`src/rtl/touch_sample_controller_pkg.sv`:
```
// Shared definitions for the touchscreen sample controller: FSM states,
// LT24 screen limits, coordinate widths and the Q0.12 scaling shift.
package touch_sample_controller_pkg;

  typedef enum logic [2:0] {
    ST_IDLE  = 3'd0,
    ST_WAIT  = 3'd1,
    ST_ACQ   = 3'd2,
    ST_CHECK = 3'd3,
    ST_SCALE = 3'd4,
    ST_OUT   = 3'd5
  } state_t;

  localparam int RAW_W      = 12;
  localparam int X_W        = 8;
  localparam int Y_W        = 9;
  localparam int X_MAX      = 239;
  localparam int Y_MAX      = 319;
  localparam int GAIN_SHIFT = 12;

  function automatic logic [RAW_W-1:0] abs_diff(input logic [RAW_W-1:0] a,
                                                input logic [RAW_W-1:0] b);
    return (a >= b) ? (a - b) : (b - a);
  endfunction

endpackage

```
`src/rtl/touch_sample_controller_coord_scaler.sv`:
```
// One-axis raw-to-pixel converter: offset/clamp, Q0.12 gain, saturate.
// Two-cycle latency, fully pipelined.
module touch_coord_scaler
  import touch_sample_controller_pkg::*;
#(
  parameter int RAW_MIN = 200,
  parameter int GAIN    = 266,
  parameter int MAX     = 239,
  parameter int OUT_W   = 8
) (
  input  logic             clk,
  input  logic             reset_n,
  input  logic             i_valid,
  input  logic [RAW_W-1:0] i_raw,
  output logic             o_valid,
  output logic [OUT_W-1:0] o_pix
);

  localparam int PROD_W = RAW_W + GAIN_SHIFT;
  localparam logic [RAW_W-1:0]  MIN_L  = RAW_W'(RAW_MIN);
  localparam logic [PROD_W-1:0] GAIN_L = PROD_W'(GAIN);
  localparam logic [PROD_W-1:0] MAX_L  = PROD_W'(MAX);

  logic             r_v1;
  logic [RAW_W-1:0] r_d;
  logic [PROD_W-1:0] w_prod;
  logic [PROD_W-1:0] w_scaled;

  assign w_prod   = PROD_W'(r_d) * GAIN_L;
  assign w_scaled = w_prod >> GAIN_SHIFT;

  always_ff @(posedge clk or negedge reset_n) begin
    if (!reset_n) begin
      r_v1    <= 1'b0;
      r_d     <= '0;
      o_valid <= 1'b0;
      o_pix   <= '0;
    end else begin
      r_v1    <= i_valid;
      r_d     <= (i_raw > MIN_L) ? (i_raw - MIN_L) : '0;
      o_valid <= r_v1;
      o_pix   <= (w_scaled > MAX_L) ? OUT_W'(MAX) : w_scaled[OUT_W-1:0];
    end
  end

endmodule

```
`src/rtl/touch_sample_controller.sv`:
```
// Periodic AD7843 batch sampler with jitter rejection, averaging, pixel
// scaling, valid/ready point output and pen-down / stroke-end tracking.
module touch_sample_controller
  import touch_sample_controller_pkg::*;
#(
  parameter int SAMPLE_PERIOD = 20000,
  parameter int AVG_LOG2      = 2,
  parameter int JITTER_MAX    = 64,
  parameter int CONV_TIMEOUT  = 128,
  parameter int X_RAW_MIN     = 200,
  parameter int X_GAIN        = 266,
  parameter int Y_RAW_MIN     = 200,
  parameter int Y_GAIN        = 354
) (
  input  logic             clk,
  input  logic             reset_n,
  input  logic             enable,
  input  logic             adc_penirq_n,
  output logic             drv_en,
  input  logic             drv_pos_ready,
  input  logic [RAW_W-1:0] drv_x_pos,
  input  logic [RAW_W-1:0] drv_y_pos,
  output logic             pt_valid,
  input  logic             pt_ready,
  output logic [X_W-1:0]   pt_x,
  output logic [Y_W-1:0]   pt_y,
  output logic             pen_down,
  output logic             stroke_end
);

  localparam int NSAMP = 1 << AVG_LOG2;
  localparam int SUM_W = RAW_W + AVG_LOG2;
  localparam int CNT_W = AVG_LOG2 + 1;
  localparam int TMR_W = (SAMPLE_PERIOD > 1) ? $clog2(SAMPLE_PERIOD) : 1;
  localparam int TMO_W = $clog2(CONV_TIMEOUT + 1);

  state_t           r_state;
  logic             r_pen_meta;
  logic             r_pen_sync;
  logic [TMR_W-1:0] r_timer;
  logic [CNT_W-1:0] r_cnt;
  logic [SUM_W-1:0] r_sum_x;
  logic [SUM_W-1:0] r_sum_y;
  logic [RAW_W-1:0] r_ref_x;
  logic [RAW_W-1:0] r_ref_y;
  logic             r_reject;
  logic             r_abort;
  logic [TMO_W-1:0] r_tmo;

  logic             w_tick;
  logic             w_last;
  logic             w_tmo_hit;
  logic             w_jitter;
  logic             w_drop;
  logic [RAW_W-1:0] w_avg_x;
  logic [RAW_W-1:0] w_avg_y;
  logic             w_scale_start;
  logic             w_vx;
  logic             w_vy;
  logic [X_W-1:0]   w_pix_x;
  logic [Y_W-1:0]   w_pix_y;

  // penirq is asynchronous to clk; after reset it reads as "pen up"
  always_ff @(posedge clk or negedge reset_n) begin
    if (!reset_n) begin
      r_pen_meta <= 1'b1;
      r_pen_sync <= 1'b1;
    end else begin
      r_pen_meta <= adc_penirq_n;
      r_pen_sync <= r_pen_meta;
    end
  end

  always_ff @(posedge clk or negedge reset_n) begin
    if (!reset_n) begin
      r_timer <= '0;
    end else if (!enable || r_timer == TMR_W'(SAMPLE_PERIOD - 1)) begin
      r_timer <= '0;
    end else begin
      r_timer <= r_timer + TMR_W'(1);
    end
  end

  assign w_tick    = enable && (r_timer == TMR_W'(SAMPLE_PERIOD - 1));
  assign w_last    = (r_cnt == CNT_W'(NSAMP - 1));
  assign w_tmo_hit = (r_tmo == TMO_W'(CONV_TIMEOUT - 1));
  assign w_drop    = r_abort || !enable;
  assign w_jitter  = (abs_diff(drv_x_pos, r_ref_x) > RAW_W'(JITTER_MAX)) ||
                     (abs_diff(drv_y_pos, r_ref_y) > RAW_W'(JITTER_MAX));

  assign w_avg_x       = r_sum_x[SUM_W-1 -: RAW_W];
  assign w_avg_y       = r_sum_y[SUM_W-1 -: RAW_W];
  assign w_scale_start = (r_state == ST_CHECK) && !r_reject;

  touch_coord_scaler #(
    .RAW_MIN(X_RAW_MIN), .GAIN(X_GAIN), .MAX(X_MAX), .OUT_W(X_W)
  ) u_scale_x (
    .clk(clk), .reset_n(reset_n), .i_valid(w_scale_start), .i_raw(w_avg_x),
    .o_valid(w_vx), .o_pix(w_pix_x)
  );

  touch_coord_scaler #(
    .RAW_MIN(Y_RAW_MIN), .GAIN(Y_GAIN), .MAX(Y_MAX), .OUT_W(Y_W)
  ) u_scale_y (
    .clk(clk), .reset_n(reset_n), .i_valid(w_scale_start), .i_raw(w_avg_y),
    .o_valid(w_vy), .o_pix(w_pix_y)
  );

  // Pen lift on disable is handled in IDLE so it can never collide with an accept
  always_ff @(posedge clk or negedge reset_n) begin
    if (!reset_n) begin
      r_state    <= ST_IDLE;
      r_cnt      <= '0;
      r_sum_x    <= '0;
      r_sum_y    <= '0;
      r_ref_x    <= '0;
      r_ref_y    <= '0;
      r_reject   <= 1'b0;
      r_abort    <= 1'b0;
      r_tmo      <= '0;
      drv_en     <= 1'b0;
      pt_valid   <= 1'b0;
      pt_x       <= '0;
      pt_y       <= '0;
      pen_down   <= 1'b0;
      stroke_end <= 1'b0;
    end else begin
      stroke_end <= 1'b0;
      case (r_state)
        ST_IDLE: begin
          drv_en   <= 1'b0;
          pt_valid <= 1'b0;
          if (pen_down) begin
            pen_down   <= 1'b0;
            stroke_end <= 1'b1;
          end
          if (enable) r_state <= ST_WAIT;
        end

        ST_WAIT: begin
          if (!enable) begin
            r_state <= ST_IDLE;
          end else if (w_tick) begin
            if (!r_pen_sync) begin
              r_state  <= ST_ACQ;
              r_cnt    <= '0;
              r_sum_x  <= '0;
              r_sum_y  <= '0;
              r_reject <= 1'b0;
              r_abort  <= 1'b0;
              r_tmo    <= '0;
              drv_en   <= 1'b1;
            end else if (pen_down) begin
              pen_down   <= 1'b0;
              stroke_end <= 1'b1;
            end
          end
        end

        ST_ACQ: begin
          if (!enable) r_abort <= 1'b1;
          // A strobe wins over a simultaneous timeout
          if (drv_pos_ready) begin
            r_tmo   <= '0;
            r_cnt   <= r_cnt + CNT_W'(1);
            r_sum_x <= r_sum_x + SUM_W'(drv_x_pos);
            r_sum_y <= r_sum_y + SUM_W'(drv_y_pos);
            if (r_cnt == '0) begin
              r_ref_x <= drv_x_pos;
              r_ref_y <= drv_y_pos;
            end else if (w_jitter) begin
              r_reject <= 1'b1;
            end
            if (w_drop) begin
              drv_en  <= 1'b0;
              r_state <= ST_IDLE;
            end else if (w_last) begin
              drv_en  <= 1'b0;
              r_state <= ST_CHECK;
            end
          end else if (w_tmo_hit) begin
            drv_en  <= 1'b0;
            r_state <= w_drop ? ST_IDLE : ST_WAIT;
            if (pen_down) begin
              pen_down   <= 1'b0;
              stroke_end <= 1'b1;
            end
          end else begin
            r_tmo <= r_tmo + TMO_W'(1);
          end
        end

        ST_CHECK: begin
          r_state <= r_reject ? ST_WAIT : ST_SCALE;
        end

        ST_SCALE: begin
          if (w_vx && w_vy) begin
            pt_x     <= w_pix_x;
            pt_y     <= w_pix_y;
            pt_valid <= 1'b1;
            r_state  <= ST_OUT;
          end
        end

        ST_OUT: begin
          if (pt_ready) begin
            pt_valid <= 1'b0;
            pen_down <= 1'b1;
            r_state  <= enable ? ST_WAIT : ST_IDLE;
          end
        end

        default: r_state <= ST_IDLE;
      endcase
    end
  end

endmodule
```
`config.mk`:
```
export PLATFORM = sky130hd
export DESIGN_NAME = touch_sample_controller
export DESIGN_NICKNAME = d
export VERILOG_FILES = /design/src/rtl/touch_sample_controller_pkg.sv /design/src/rtl/touch_sample_controller_coord_scaler.sv /design/src/rtl/touch_sample_controller.sv
export SDC_FILE = /design/constraint.sdc
export NUM_CORES = 1
export LEC_CHECK = 0
export CAP_MARGIN = 10
export CORE_MARGIN = 2
export CORE_UTILIZATION = 55
export DETAILED_ROUTE_END_ITERATION = 10
export PLACE_DENSITY_LB_ADDON = 0.05
export SKIP_CTS_REPAIR_TIMING = 1
export SYNTH_ARGS = -nofsm -noshare
export SYNTH_HDL_FRONTEND = slang
export SYNTH_SLANG_ARGS = --single-unit
```
`constraint.sdc`:
```
create_clock -name clk -period 5.1 [get_ports clk]
set_input_delay 1.02 -clock clk [delete_from_list [all_inputs] [get_ports clk]]
set_output_delay 1.02 -clock clk [all_outputs]
set_load 0.01 [all_outputs]
```
# Yosys cells after proc, flatten, opt, wreduce, memory -nomap -nowiden
# Cells that the tools add are included.
[classes]
add_sub_neg = 11
n_mul = 2
order_cmp = 8
eq_ne = 26
n_mux = 72
reduce_logical = 23
[op_table]
columns = ["cell", "count"]
rows = [
  ["$mux W14", 5],
  ["$pmux W14 S2", 2],
  ["$mux W12", 4],
  ["$mux W8", 6],
  ["$sub A12 B12 Y12", 4],
  ["$mux W3", 15],
  ["$mul A12 B8 Y20 const B", 2],
  ["$mux W1", 29],
  ["$add A14 B12 Y14", 2],
  ["$ge A12 B12 Y1", 2],
  ["$gt A12 B7 Y1 const B", 2],
  ["$gt A12 B8 Y1 const B", 2],
  ["$ne A2 B2 Y1 const B", 12],
  ["$sub A12 B8 Y12 const B", 2],
  ["$reduce_and A7 Y1", 3],
  ["$pmux W3 S6", 1],
  ["$pmux W8 S2", 1],
  ["$add A15 B1 Y15 const B", 1],
  ["$eq A15 B15 Y1 const B", 1],
  ["$mux W15", 1],
  ["$reduce_and A5 Y1", 3],
  ["$ne A3 B3 Y1 const B", 4],
  ["$eq A3 B2 Y1 const B", 3],
  ["$gt A9 B8 Y1 const B", 1],
  ["23 further kinds", 34],
]
[totals]
reg_bits = 149
input_bits = 30
output_inout_bits = 21
wordCells = 166

# Depth between registers and ports, before layout
[logic_depth]
depth_word = 8
ltp_mapped = 16
depth_no_buf = 16

# Modules after synthesis
# A second synthesis with hierarchy kept.
[hier_totals]
hier_cells = 1225
area_unflattened_um2 = 11482.3
[modules_own_cells]
columns = ["mod", "instances", "cells_each", "area_per_inst_um2", "seq_area_each_um2"]
rows = [
  ["touch_sample_controller", 1, 839, 7494.7, 2655.0],
  ["touch_coord_scaler (u_scale_y)", 1, 224, 2235.9, 575.6],
  ["touch_coord_scaler (u_scale_x)", 1, 162, 1751.7, 550.5],
]

# Worst setup path before layout
# Ideal clock, no wire load.
[synth_timing]
kind = "register to register"
from = "register u_scale_y.r_d[1]"
to = "register u_scale_y.o_pix[3]"
setup_ns = 0.144
arrival_time_ns = 3.648
required_ns = 4.956
slack_ns = 1.308
stages_incl_launch_ff = 16
path_buffers = 0
period_less_slack_ns = 3.792
path_cell_list = "dfrtp_1 ha_1 inv_1 fa_1 inv_1 fa_1 ha_1 ha_1 a21oi_1 nor2b_1 o41ai_1 o2111ai_1 nand2_1 nand2_1 o22ai_1 o32ai_1"
[synth_between]
elab_chain_cells = 3
[synth_lines]
columns = ["element", "line", "rtl"]
rows = [
  ["start: declaration", "touch_sample_controller_coord_scaler.sv:25", "logic [RAW_W-1:0] r_d;"],
  ["start signal: assignment", "touch_sample_controller_coord_scaler.sv:40", "r_d <= (i_raw > MIN_L) ? (i_raw - MIN_L) : '0;"],
  ["$mul A12 B8 Y20 *", "touch_sample_controller_coord_scaler.sv:29", "assign w_prod = PROD_W'(r_d) * GAIN_L;"],
  ["$gt A9 B9 Y1", "touch_sample_controller_coord_scaler.sv:42", "o_pix <= (w_scaled > MAX_L) ? OUT_W'(MAX) : w_scaled[OUT_W-1:0];"],
  ["$mux W9 *", "touch_sample_controller_coord_scaler.sv:42", ""],
  ["end signal: assignment", "touch_sample_controller_coord_scaler.sv:42", ""],
  ["end: declaration", "touch_sample_controller_coord_scaler.sv:16", "output logic [OUT_W-1:0] o_pix"],
]
# Every way passes the cells marked *; elsewhere a longest branch is shown, timed or not.
# A chain may end at the register's enable or synchronous reset.

# Worst setup path after layout
[layout_timing]
from = "input drv_y_pos[0]"
to = "register r_reject"
[layout_between]
elab_chain_cells = 6
elab_cells_between_ends = 8
cone_classes = "add/sub (2); order compare (2); eq/ne (1); mux (1); reduce/logical (2)"
[layout_lines]
columns = ["element", "line", "rtl"]
rows = [
  ["start: declaration", "touch_sample_controller.sv:22", "input logic [RAW_W-1:0] drv_y_pos,"],
  ["$sub A12 B12 Y12 or $ge A12 B12 Y1 (tied branches)", "touch_sample_controller_pkg.sv:23", "return (a >= b) ? (a - b) : (b - a);"],
  ["$mux W12 *", "touch_sample_controller_pkg.sv:23", ""],
  ["$gt A12 B7 Y1 *", "touch_sample_controller.sv:89", "(abs_diff(drv_y_pos, r_ref_y) > RAW_W'(JITTER_MAX));"],
  ["$logic_or A1 B1 Y1 *", "touch_sample_controller.sv:88", "assign w_jitter = (abs_diff(drv_x_pos, r_ref_x) > RAW_W'(JITTER_MAX)) ||"],
  ["$ne A2 B2 Y1 (no source line) *", "n/a", ""],
  ["$reduce_and A7 Y1 (no source line) *", "n/a", ""],
  ["end signal: assignment", "touch_sample_controller.sv:118", "r_reject <= 1'b0;"],
  ["end signal: assignment", "touch_sample_controller.sv:149", "r_reject <= 1'b0;"],
  ["end signal: assignment", "touch_sample_controller.sv:172", "r_reject <= 1'b1;"],
  ["end: declaration", "touch_sample_controller.sv:46", "logic r_reject;"],
]
# Marks and branches as above.

==> key figures <==
Pwr
  • Sequential power share: between 20% and 30%
  • Peak VDD IR: ~0.28 mV
  • Comb pwr share: 53.4%
  • Internal: 3.739 mW
  • LEAKAGE: 6.310 nW
  • PD cells: roughly 530 nW/µm²
  • Clock power share: 18.5%
  • Sw Ratio: 43.02%
  • Total net switching power: 2.823 mW

Critical path
  • Cell count along the critical path: 13
  • Worst Path Class, Setup: primary input to flop
  • Delay-heaviest family, CP: simple AND/OR/NAND/NOR gates
  • Worst R2R Start: u_scale_y.r_d[1]
  • Crit-path max FO: 11
  • WP buf/inv: 2
  • Crit end category: flop
  • CP peak stage delay: between 500 and 600 ps
  • CP Data Arrival Time: 4450 ps
  • RR Endpoint: u_scale_y.o_pix[3]
  • CP max stage cell: clkdlybuf4s50_1
  • Worst setup SP type: primary input
  • Worst reg-to-reg setup slack: about 1100 ps
  • Worst-path cell chain: clkdlybuf4s50_1 -> inv_1 -> ha_1 -> fa_1 -> o21ai_1 -> o22a_1 -> or2_1 -> mux2_2 -> o221ai_1 -> xnor2_1 -> nand4_1 -> nor4_1 -> a31oi_1
  • Reg2Reg Depth: 16
  • CP Data Required Time: 5400 ps

Clocking
  • Htree depth: 4
  • Clock Latency Late Sink: 430 ps
  • Num Clock Sinks: 149
  • CTS tree: yes
  • Root buffer selected by CTS: clkbuf_16
  • Number of CTS-inserted buffers: 17
  • Clock slew at reported path FFs: 60 ps
  • Maximum clock path buffer count: 2

Timing
  • Crit share post-route: 81.18%
  • Setup tns final: 0 ps
  • Final worst slack: ~960 ps
  • Final Max Tran Viols: 0
  • Final hold vios: 0
  • Tightest Pin Transition: 1066 ps
  • Final setup viols: 0
  • Slew headroom: 28.40%
  • RSZ-0062 raised after global routing: false
  • Fmax: 241.5 MHz
  • Skew final: 9.007 ps
  • Tmin final: 4140 ps

Die
  • Die height: between 100 and 150 µm
  • Die W: 146.0 µm
  • Core footprint: 19,650 µm²
  • # rows: 51
  • Die area: 21,320 µm²
  • Top Ports: 51
  • Initial Util: 56.44%

Hold path
  • Hold path startpoint: u_scale_y.r_v1
  • Worst Hold Class: flop to flop
  • Hold depth: 0
  • Hold-critical path endpoint: u_scale_y.o_valid

Place
  • Port Buffer Count: 50
  • Post-DP HPWL: 17,100 µm
  • Post-place setup slack: 524.7 ps
  • Final GP Congestion: 0.8962

Logic synthesis
  • Sequential cell area fraction in the yosys report: 33.63%
  • Count of state elements after synthesis: 149
  • Synth top area share: 33.16%
  • Most numerous cell in the Yosys netlist: ha_1
  • Post-synth net total: roughly 1,400
  • Mapped cell area: 11,090 µm²
  • Syn_area_per_cell: ~9.5 µm²
  • Synth cell types: 71
  • Gate Count Post-Synth: 1,168
  • Main flop type after synthesis: dfrtp_1
  • Area leader, netlist: dfrtp_1
  • Largest cells by area after synthesis: dfrtp_1 33%, ha_1 18%, fa_1 4.5%
  • Yosys Warn Count: 0
  • Post-synth EDFFs: 0
  • Ys async rst share: 100.0%
  • Synth top cells by count: 162 x ha_1, 147 x dfrtp_1, 114 x inv_1, 94 x nor2_1, 82 x nand2_1

Final layout
  • Nets: approximately 1,400
  • Share of cells above drive strength 1: 6.824%
  • Layout area overhead: 12.10%
  • N_diodes: 0

Run status
  • Outcome: finished, final reports clean

Routing
  • WL/cell: 14.96 µm
  • TritonRoute pass-1 iters: 5
  • Total Wirelength: roughly 22,000 µm
  • 1st-iter DRT viols: 317
  • Via count: 8,224
  • Post-route DRC: 0
  • Routed Antenna Nets: 0
  • Vias per Instance: 5.497

Global routing
  • All-Layer GR Usage: 21.98%
  • Grt total ovfl: 0
  • First-pass GRT wire length: 38,530 µm
  • Largest net degree at the start of global routing: 97
  • Vias in the first global route: roughly 8,100
  • Initial antenna violation count: 0

Run
  • Max_cap viols: 0
-- placed cells by master, fill, tap and decap left out, drive strengths merged, types with 5 or more instances in the layout --
cell type | synthesis | routed
ha | 162 | 162
dfrtp | 147 | 147
inv | 114 | 120
nor2 | 95 | 95
nand2 | 84 | 84
o21ai | 79 | 79
a21oi | 74 | 74
clkdlybuf4s50 | 0 | 49
xnor2 | 45 | 45
xor2 | 33 | 33
fa | 25 | 25
mux2 | 25 | 25
nand3 | 24 | 24
nor3 | 21 | 21
a21o | 19 | 19
clkbuf | 18 | 18
nor2b | 17 | 17
mux2i | 16 | 16
nand2b | 14 | 14
o21bai | 14 | 14
and3 | 12 | 12
o22ai | 11 | 11
nand4 | 10 | 10
a22o | 9 | 9
a31oi | 8 | 8
buf | 8 | 8
or3 | 7 | 7
o31ai | 6 | 6
o211ai | 6 | 6
o21a | 5 | 5
nand3b | 5 | 5
clkinvlp | 0 | 5
and2 | 5 | 5
-- how the worst max path moves through the flow --
stage	startpoint	end	slack [ps]
floorplan	u_scale_y.r_d[1]	u_scale_y.o_pix[3]	1310
global placement	drv_y_pos[0]	r_reject	570
detailed placement	drv_y_pos[0]	r_reject	520
CTS	drv_y_pos[0]	r_reject	960
global route	drv_y_pos[1]	r_reject	560
finish	drv_y_pos[0]	r_reject	960
-- logic make-up after synthesis --
logic type	after synthesis	synth area share, %
buf+inv	140	4.872
mux	42	4.218
simple gates	304	12.88
flops	149	33.63
fa+ha+maj	187	22.78
compound gates	268	15.45
xor+xnor	78	6.158
-- routing by layer --
layer  global-route usage (%)  wire length [µm]  vias to the layer above
met4                    5.437               245                        0
met2                    36.60             10490                       97
met1                    30.43             11140                     3955
li1                         -                 -                     4155
met3                    3.219               511                       17
met5                        0                 0                        -
-- stage by stage --
step	hold slack, ps	power (mW)	utilization [%]	instance area (µm²)	std cells
after floorplan	331.2	4.508	-	11090	1168
after global placement	336.0	5.302	60.38	11870	1464
after detailed placement	335.8	5.330	60.38	11870	1464
after CTS	351.5	6.609	63.27	12440	1496
after global routing	354.4	7.181	63.27	12440	1496
final	346.2	6.561	63.27	12440	1496
-- final cells by class --
cell class	instances	area, µm²
sequential	149	3731
clock inverter	14	140.1
fill	1762	7218
clock buffer	18	429.2
multi-input combinational	879	6822
tap	265	331.6
inverter	114	427.9
timing repair buffer	57	554.3
-- worst register-to-register path: stages, from the launching register on --
cell and delay, ps:
dfrtp_1 400, ha_1 290, inv_1 50, fa_1 490, inv_1 50, fa_1 450, ha_1 300, ha_1 290
a21oi_1 140, nor2b_1 70, o41ai_1 290, buf_4 190, o2111ai_1 150, nand2_1 150, nand2_1 60, o22ai_1 350
o32ai_1 160
-- registers in the layout (all words and copies together) (netlist names), 3 cells and up --
signal and cells:
r_state 3, u_scale_x.o_pix 8, u_scale_y.r_d 12, r_sum_y 14, r_ref_x 12, u_scale_y.o_pix 9
r_sum_x 14, pt_x 8, r_timer 15, r_ref_y 12, u_scale_x.r_d 12, r_tmo 8
pt_y 9, r_cnt 3
-- power groups by stage --
stage	clock, mW	combinational [mW]	sequential, mW
detailed placement	0	3.47	1.86
global route	1.30	3.98	1.90
global placement	0	3.45	1.85
CTS	1.25	3.52	1.84
finish	1.21	3.50	1.84
floorplan	0	2.74	1.76
(Power assumes the default switching activity.)
